**src/rtl/vga_tx.sv**
```systemverilog
// VGA timing generator with a pixel-stream input.
// Counters, syncs, data-enable and colour are registered; pix_ready is combinational.
module vga_tx #(
    parameter int HOR_ACT   = 640,
    parameter int HOR_FP    = 16,
    parameter int HOR_SYNC  = 96,
    parameter int HOR_BP    = 48,
    parameter int VERT_ACT  = 480,
    parameter int VERT_FP   = 11,
    parameter int VERT_SYNC = 2,
    parameter int VERT_BP   = 31,
    parameter int SYNC_POL  = 0
) (
    input  logic       pixel_clk,
    input  logic       rst_n,
    input  logic       en,
    input  logic [7:0] pix_r,
    input  logic [7:0] pix_g,
    input  logic [7:0] pix_b,
    input  logic       pix_valid,
    input  logic       pix_sof,
    output logic       pix_ready,
    output logic [7:0] r,
    output logic [7:0] g,
    output logic [7:0] b,
    output logic       hsync,
    output logic       vsync,
    output logic       de,
    output logic       frame_start,
    output logic       underflow,
    output logic       sync_err
);

    localparam int H_TOTAL = HOR_ACT + HOR_FP + HOR_SYNC + HOR_BP;
    localparam int V_TOTAL = VERT_ACT + VERT_FP + VERT_SYNC + VERT_BP;
    localparam int HW = $clog2(H_TOTAL);
    localparam int VW = $clog2(V_TOTAL);
    localparam logic SP = (SYNC_POL != 0);

    logic [HW-1:0] h_cnt;
    logic [VW-1:0] v_cnt;
    logic act;
    logic origin;
    logic v_blank;
    logic consume;
    logic hs_on;
    logic vs_on;
    logic h_last;
    logic v_last;

    // Decode the current counter position into timing regions.
    always_comb begin
        h_last  = (int'(h_cnt) == H_TOTAL - 1);
        v_last  = (int'(v_cnt) == V_TOTAL - 1);
        origin  = (h_cnt == '0) && (v_cnt == '0);
        act     = en && (int'(h_cnt) < HOR_ACT)
                     && (int'(v_cnt) < VERT_ACT);
        v_blank = en && (int'(v_cnt) >= VERT_ACT);
        hs_on   = (int'(h_cnt) >= HOR_ACT + HOR_FP)
               && (int'(h_cnt) < HOR_ACT + HOR_FP + HOR_SYNC);
        vs_on   = (int'(v_cnt) >= VERT_ACT + VERT_FP)
               && (int'(v_cnt) < VERT_ACT + VERT_FP + VERT_SYNC);
    end

    // Accept the frame's first beat only at the origin; flush stray beats in vblank.
    always_comb begin
        pix_ready = 1'b0;
        if (act && origin) begin
            pix_ready = 1'b1;
        end else if (act || v_blank) begin
            pix_ready = ~pix_sof;
        end
        consume = pix_valid && pix_ready;
    end

    // Raster counters; en=0 parks them at the origin.
    always_ff @(posedge pixel_clk or negedge rst_n) begin
        if (!rst_n) begin
            h_cnt <= '0;
            v_cnt <= '0;
        end else if (!en) begin
            h_cnt <= '0;
            v_cnt <= '0;
        end else if (h_last) begin
            h_cnt <= '0;
            v_cnt <= v_last ? '0 : v_cnt + 1'b1;
        end else begin
            h_cnt <= h_cnt + 1'b1;
        end
    end

    // Registered VGA outputs and status pulses, one cycle behind the counters.
    always_ff @(posedge pixel_clk or negedge rst_n) begin
        if (!rst_n) begin
            r           <= '0;
            g           <= '0;
            b           <= '0;
            de          <= 1'b0;
            hsync       <= ~SP;
            vsync       <= ~SP;
            frame_start <= 1'b0;
            underflow   <= 1'b0;
            sync_err    <= 1'b0;
        end else if (!en) begin
            r           <= '0;
            g           <= '0;
            b           <= '0;
            de          <= 1'b0;
            hsync       <= ~SP;
            vsync       <= ~SP;
            frame_start <= 1'b0;
            underflow   <= 1'b0;
            sync_err    <= 1'b0;
        end else begin
            if (act && consume) begin
                r <= pix_r;
                g <= pix_g;
                b <= pix_b;
            end else begin
                r <= '0;
                g <= '0;
                b <= '0;
            end
            de          <= act;
            hsync       <= hs_on ? SP : ~SP;
            vsync       <= vs_on ? SP : ~SP;
            frame_start <= origin;
            underflow   <= act && !pix_valid;
            sync_err    <= act && pix_valid && (pix_sof != origin);
        end
    end

endmodule

```
**config.mk**
```make
export PLATFORM = sky130hd
export DESIGN_NAME = vga_tx
export DESIGN_NICKNAME = d
export VERILOG_FILES = /design/src/rtl/vga_tx.sv
export SDC_FILE = /design/constraint.sdc
export NUM_CORES = 1
export LEC_CHECK = 0
export ABC_AREA = 0
export ABC_CLOCK_PERIOD_IN_PS = 4900
export CAP_MARGIN = 20
export CORE_UTILIZATION = 55
export CTS_CLUSTER_DIAMETER = 60
export DETAILED_ROUTE_END_ITERATION = 12
export DONT_BUFFER_PORTS = 1
export PLACE_DENSITY = 0.7
export SYNTH_ARGS = -nofsm -noshare
export SYNTH_HDL_FRONTEND = slang
export SYNTH_SLANG_ARGS = --single-unit
```
**constraint.sdc**
```tcl
create_clock -name pixel_clk -period 4.9 [get_ports pixel_clk]
set_clock_uncertainty 0.1 [all_clocks]
set_input_delay 0.735 -clock pixel_clk [delete_from_list [all_inputs] [get_ports pixel_clk]]
set_output_delay 0.735 -clock pixel_clk [all_outputs]
set_load 0.01 [all_outputs]
```
==> qor.csv, run 1 <==
metric,value,unit
Crit path required time,4.07,ns
"Min Clock Period, post-route",3.05,ns
CP Launch Point,h_cnt[0],
critical setup path kind,reg2out,
I/O Pins,60,
Initial Util,0.579,
critical path cell sequence,inv_1 -> ha_1 -> nor4b_1 -> nand4_1 -> o21a_1 -> buf_16 -> o32ai_1,
CTS tree,yes,
GP Congestion,0.825,
Final Non-Filler Cells,254,
Lkg Pwr,1.04,nW
post-CTS setup buffers,0,
Clock Pin Slew Worst Setup and Hold Paths,0.09,ns
Area growth syn-to-layout,7.99,%
vias in the first global route,1424,
die width,67.1,um
Detailed Place HPWL,3140,um
cell count after synthesis,201,
Crit Path Max Fanout,21,
Starting DRT DRC Count,106,
"commonest non-fill, non-tap cell in the layout",dfrtp_1,
worst hold path class,in2async,
CTS Sinks,50,
largest net degree at the start of global routing,51,
total of max-cap violations,0,
fin crit share,0.623,
total power draw,0.787,mW
GRT Residual Overflow,0,
die height,67.1,um
Via Count,1543,
fin. max-slew vios,0,
"Clk Latency, worst-skew pair",0.31,ns
outcome,finished clean,
Netlist cell types,38,
fmax,328,MHz
Crit. End Element,output port,
DR pass1 iterations,4,
PwrDens,312,mW/mm2
Reg2Reg Launch Point,v_cnt[7],
row count,23,
most frequent cells in the layout,"dfrtp_1, nor3b_2, nor2_1, nand2_1, nand3_1",
DRC violations left,0,
first-pass GRT wire length,6870,um
Synth Warn #,0,
Yosys reg bits,50,
RSZ-0062 raised after global routing,false,
CTS Hold Bufs,0,
CP arrival,2.22,ns
initial antenna violation count,0,
"EDFF count, synth",0,
final setup fails,0,
antenna cell count,0,
Resize count post-CTS,0,
final net count,237,
final core utilization,0.625,
clock tree root buffer cell,clkbuf_8,
Worst path max stage delay,0.43,ns
share of the yosys chip area belonging to registers,0.537,
"FFs w/ async S/R, synth",1.00,
transition time at the pin with the least slew margin,0.748,ns
Mapped Area,0.00233,mm2
crit path max-delay cell type,dfrtp_1,
Longest Clk Path Bufs,2,
Rel. slew slack,0.496,
CP top delay family,compound AO/OA/AOI/OAI gates,
TritonCTS Buffers,5,
Placed Cells,242,
ANT nets after route,0,
H-tree level count,2,
maximum VDD drop,142,uV
DR WL/cell,18.1,um
"Top FF cell, synth",dfrtp_1,
Min Hold Slack,0.0116,ns
Fin. Hold Viols,0,
Total GRT Usage,0.210,
average size of a mapped cell,11.6,um2
fraction of layout cells with a size suffix above 1,0.196,
Via-to-Cell Ratio,6.07,
setup TNS,0,ns
post-synth net total,235,
total wire length,4590,um
Setup crit start kind,register,
Core Area,0.00403,mm2
PortBufs,0,
die area,0.00451,mm2
crit path buf inv count,2,
==> sequential cells by signal, indices dropped and copies added (netlist names) <==
signal and cells:
de 1, r 8, sync_err 1, g 8, b 8, frame_start 1
vsync 1, v_cnt 10, underflow 1, h_cnt 10, hsync 1
==> metal layers <==
metal	track usage	wire length [um]
met1	0.266	1860
met2	0.340	2360
met3	0.0507	260
met4	0.0957	110
met5	0	0
==> power breakdown <==
part           switching, mW  internal, mW  total (mW)
Sequential            0.0123         0.425       0.437
Combinational         0.0320        0.0240      0.0559
Clock                  0.138         0.156       0.294
Total                  0.182         0.604       0.787
==> layout make-up <==
| type | instances | area [um2] |
|---|---|---|
| clock inverters | 3 | 47.5 |
| clock buffers | 5 | 68.8 |
| well taps | 50 | 62.6 |
| repair buffers | 4 | 85.1 |
| fillers | 321 | 1510 |
| multi-input cells | 135 | 976 |
| flip-flops and latches | 50 | 1250 |
| inverters | 7 | 26.3 |
==> cell families (layout without fill, tap and decap cells) <==
logic type | after synthesis | in the layout | share of synthesized area
xor gates and xnor gates | 8 | 8 | 0.0300
and+or+nand+nor | 98 | 98 | 0.294
adders and majority gates | 5 | 5 | 0.0268
buffers and inverters | 16 | 19 | 0.0445
AOI/OAI and AO/OA | 24 | 24 | 0.0670
DFF | 50 | 50 | 0.537
==> synthesized netlist by cell type (all sizes together) (5+ instances only) <==
library cell   n  share of area
dfrtp         48           0.51
nor3b         24           0.12
nor2          17          0.027
nand2         12          0.019
nand3         11          0.024
o21ai         10          0.021
buf            8          0.031
a21oi          7          0.015
inv            7          0.011
nand4          7          0.019
ha             5          0.027
nor3           5          0.011
or3            5          0.014
==> metrics by stage <==
stage               setup slack (ns)  instance area (um2)
floorplan                       2.44                 2330
detailed placement              1.83                 2320
global route                    1.65                 2520
finish                          1.85                 2520
global placement                1.93                 2320
CTS                             1.48                 2430
==> final timing paths <==
check / end / slack (ns) / depth (start not counted)
hold reg to reg: h_cnt[0] / 0.42 / 1
min in group pixel_clk: underflow / 0.40 / 1
setup / recovery: pix_ready / 1.85 / 7
hold / removal: v_cnt[2] / 0.01 / 0
max in group asynchronous: frame_start / 4.01 / 1
setup reg to reg: v_cnt[5] / 2.78 / 4
==> worst reg2reg max path, cell delays in order (launching register included) <==
cell and delay [ns]:
dfrtp_1 0.44, nor4_2 0.38, nand4_1 0.28, o21ai_0 0.68, a21oi_1 0.10
Power figures use the tool's default switching activity.
==> run 2: changes to the inputs <==
- ABC_CLOCK_PERIOD_IN_PS: 4900 -> 2600
- PLACE_DENSITY: 0.7 -> 0.73
- clock period: 4.9 -> 2.6 ns (I/O delays scaled with it)
==> run 2 against run 1 <==
Net effect:
- wire length shrank 3.1%
- final cell count is the same
- combinational power grew 79%
- core utilization shrank 1.2 points
- highest routed layer unchanged
==> qor.csv, run 2 (same netlist as run 1, synthesis figures left out) <==
metric,value,unit,change
Fin. Hold Viols,0,,unchanged
most frequent cells in the layout,"dfrtp_1, nor3b_2, nor2_1, nand2_1, nand3_1",,unchanged
die area,0.00451,mm2,unchanged
H-tree level count,2,,unchanged
Worst path max stage delay,0.43,ns,about the same
Via-to-Cell Ratio,6.01,,was 6.07
worst hold path class,in2reg,,was in2async
GRT Residual Overflow,0,,unchanged
"worst slack, placed",0.571,ns,was 1.83 ns
Detailed Place HPWL,3150,um,was 3140 um
Seq pwr share,0.589,,was 0.555
GP Congestion,0.871,,was 0.825
Total GRT Usage,0.219,,was 0.210
largest net degree at the start of global routing,51,,unchanged
"Clk Latency, worst-skew pair",0.30,ns,was 0.31 ns
die width,67.1,um,unchanged
CP top delay family,compound AO/OA/AOI/OAI gates,,unchanged
Placed Area,0.00233,mm2,was 0.00232 mm2
Reg area,0.00125,mm2,unchanged
switching fraction of total power,0.245,,was 0.232
"commonest non-fill, non-tap cell in the layout",dfrtp_1,,unchanged
CP arrival,1.83,ns,was 2.22 ns
Switch Pwr,0.342,mW,was 0.182 mW
global routing usage on met3,0.0726,,was 0.0507
outcome,finished clean,,unchanged
fmax,431,MHz,
DR WL/cell,17.5,um,was 18.1 um
Min Hold Slack,0.0365,ns,was 0.0116 ns
Starting DRT DRC Count,92,,was 106
critical setup path kind,reg2out,,unchanged
Filler Cell Count,331,,was 321
DRC violations left,0,,unchanged
met1 usage,0.264,,was 0.266
final core utilization,0.613,,was 0.625
met2 Use GR,0.364,,was 0.340
biggest regs,"h_cnt (10), v_cnt (10)",,unchanged
multi-input logic area,976,um2,unchanged
critical path cell sequence,inv_1 -> ha_1 -> nor4b_1 -> nand4_1 -> o21a_1 -> o32ai_1,,was inv_1 -> ha_1 -> nor4b_1 -> nand4_1 -> o21a_1 -> buf_16 -> o32ai_1
fin. max-slew vios,0,,unchanged
fin crit share,0.893,,
TritonCTS Buffers,5,,unchanged
transition time at the pin with the least slew margin,0.724,ns,was 0.748 ns
clock tree root buffer cell,clkbuf_8,,unchanged
antenna cell count,0,,unchanged
vias in the first global route,1542,,was 1424
fraction of layout cells with a size suffix above 1,0.196,,unchanged
Via Count,1527,,was 1543
Internal Pwr Total,1.06,mW,was 0.604 mW
initial antenna violation count,0,,unchanged
Lkg Pwr,1.02,nW,was 1.04 nW
Clock Pin Slew Worst Setup and Hold Paths,0.09,ns,about the same
Setup WS post-layout,0.279,ns,was 1.85 ns
Crit path required time,2.11,ns,was 4.07 ns
clock power share,0.339,,was 0.374
maximum VDD drop,464,uV,was 142 uV
first-pass GRT wire length,7200,um,was 6870 um
Crit. End Element,output port,,unchanged
Crit Path Max Fanout,5,,was 21
Rel. slew slack,0.512,,was 0.496
CTS Sinks,50,,unchanged
Initial Util,0.579,,unchanged
PortBufs,0,,unchanged
post-CTS setup buffers,0,,unchanged
setup TNS,0,ns,unchanged
"Min Clock Period, post-route",2.32,ns,
row count,23,,unchanged
final setup fails,0,,unchanged
PwrDens,566,mW/mm2,was 312 mW/mm2
I/O Pins,60,,unchanged
RSZ-0062 raised after global routing,false,,unchanged
DR pass1 iterations,4,,unchanged
GRT busiest layer,met2,,unchanged
Core Area,0.00403,mm2,unchanged
final net count,237,,unchanged
CTS tree,yes,,unchanged
Resize count post-CTS,0,,unchanged
Final Non-Filler Cells,254,,unchanged
Comb pwr share,0.072,,was 0.071
total power draw,1.40,mW,was 0.787 mW
total wire length,4450,um,was 4590 um
Setup crit start kind,register,,unchanged
Area growth syn-to-layout,5.84,%,was 7.99%
Placed Cells,244,,was 242
crit path buf inv count,1,,was 2
die height,67.1,um,unchanged
Longest Clk Path Bufs,2,,unchanged
total of max-cap violations,0,,unchanged
ANT nets after route,0,,unchanged
post-route design area,0.00247,mm2,was 0.00252 mm2
crit path max-delay cell type,dfrtp_1,,unchanged
[run 2: cell types whose count changed in the layout (fill, tap and decap cells not counted), sizes merged]
cell      delta
bufinv       -1
clkbuf       +1
clkinvlp     +1
inv          -1
[run 2: cell type report]
cell class              instances  share of cell area
clock buffers                   6              0.0334
clock inverters                 2             0.00659
inverters                       7              0.0106
multi-input cells             135               0.395
flip-flops and latches         50               0.508
well taps                      50              0.0253
repair buffers                  4              0.0213
[run 2: power groups by stage]
stage | Sequential [mW] | Combinational, mW | Clock [mW]
after floorplan | 0.835 | 0.0787 | 0
after detailed placement | 0.839 | 0.0804 | 0
after global placement | 0.839 | 0.0762 | 0
after global routing | 0.827 | 0.112 | 0.518
final | 0.823 | 0.100 | 0.474
after CTS | 0.824 | 0.103 | 0.487
[run 2: routing by layer]
metal  wire [um]  share of wire
met5           0              0
met1        1870           0.42
met2        2290           0.51
met4          46          0.010
met3         247          0.056
[run 2: timing repair]
item,in CTS,in global routing
hold endpoints to repair,50,0
hold buffers,2,0
setup endpoints to repair,0,0
[run 2: final timing paths]
| check | start | endpoint | slack (ns) | depth (start not counted) |
|---|---|---|---|---|
| setup / recovery | h_cnt[0] | pix_ready | 0.28 | 6 |
| hold / removal | pix_valid | underflow | 0.04 | 1 |
| setup reg to reg | h_cnt[0] | v_cnt[7] | 0.54 | 5 |
| hold reg to reg | h_cnt[0] | h_cnt[0] | 0.42 | 1 |
| max in group asynchronous | rst_n | hsync | 1.63 | 2 |
| min in group asynchronous | rst_n | r[5] | 0.50 | 2 |
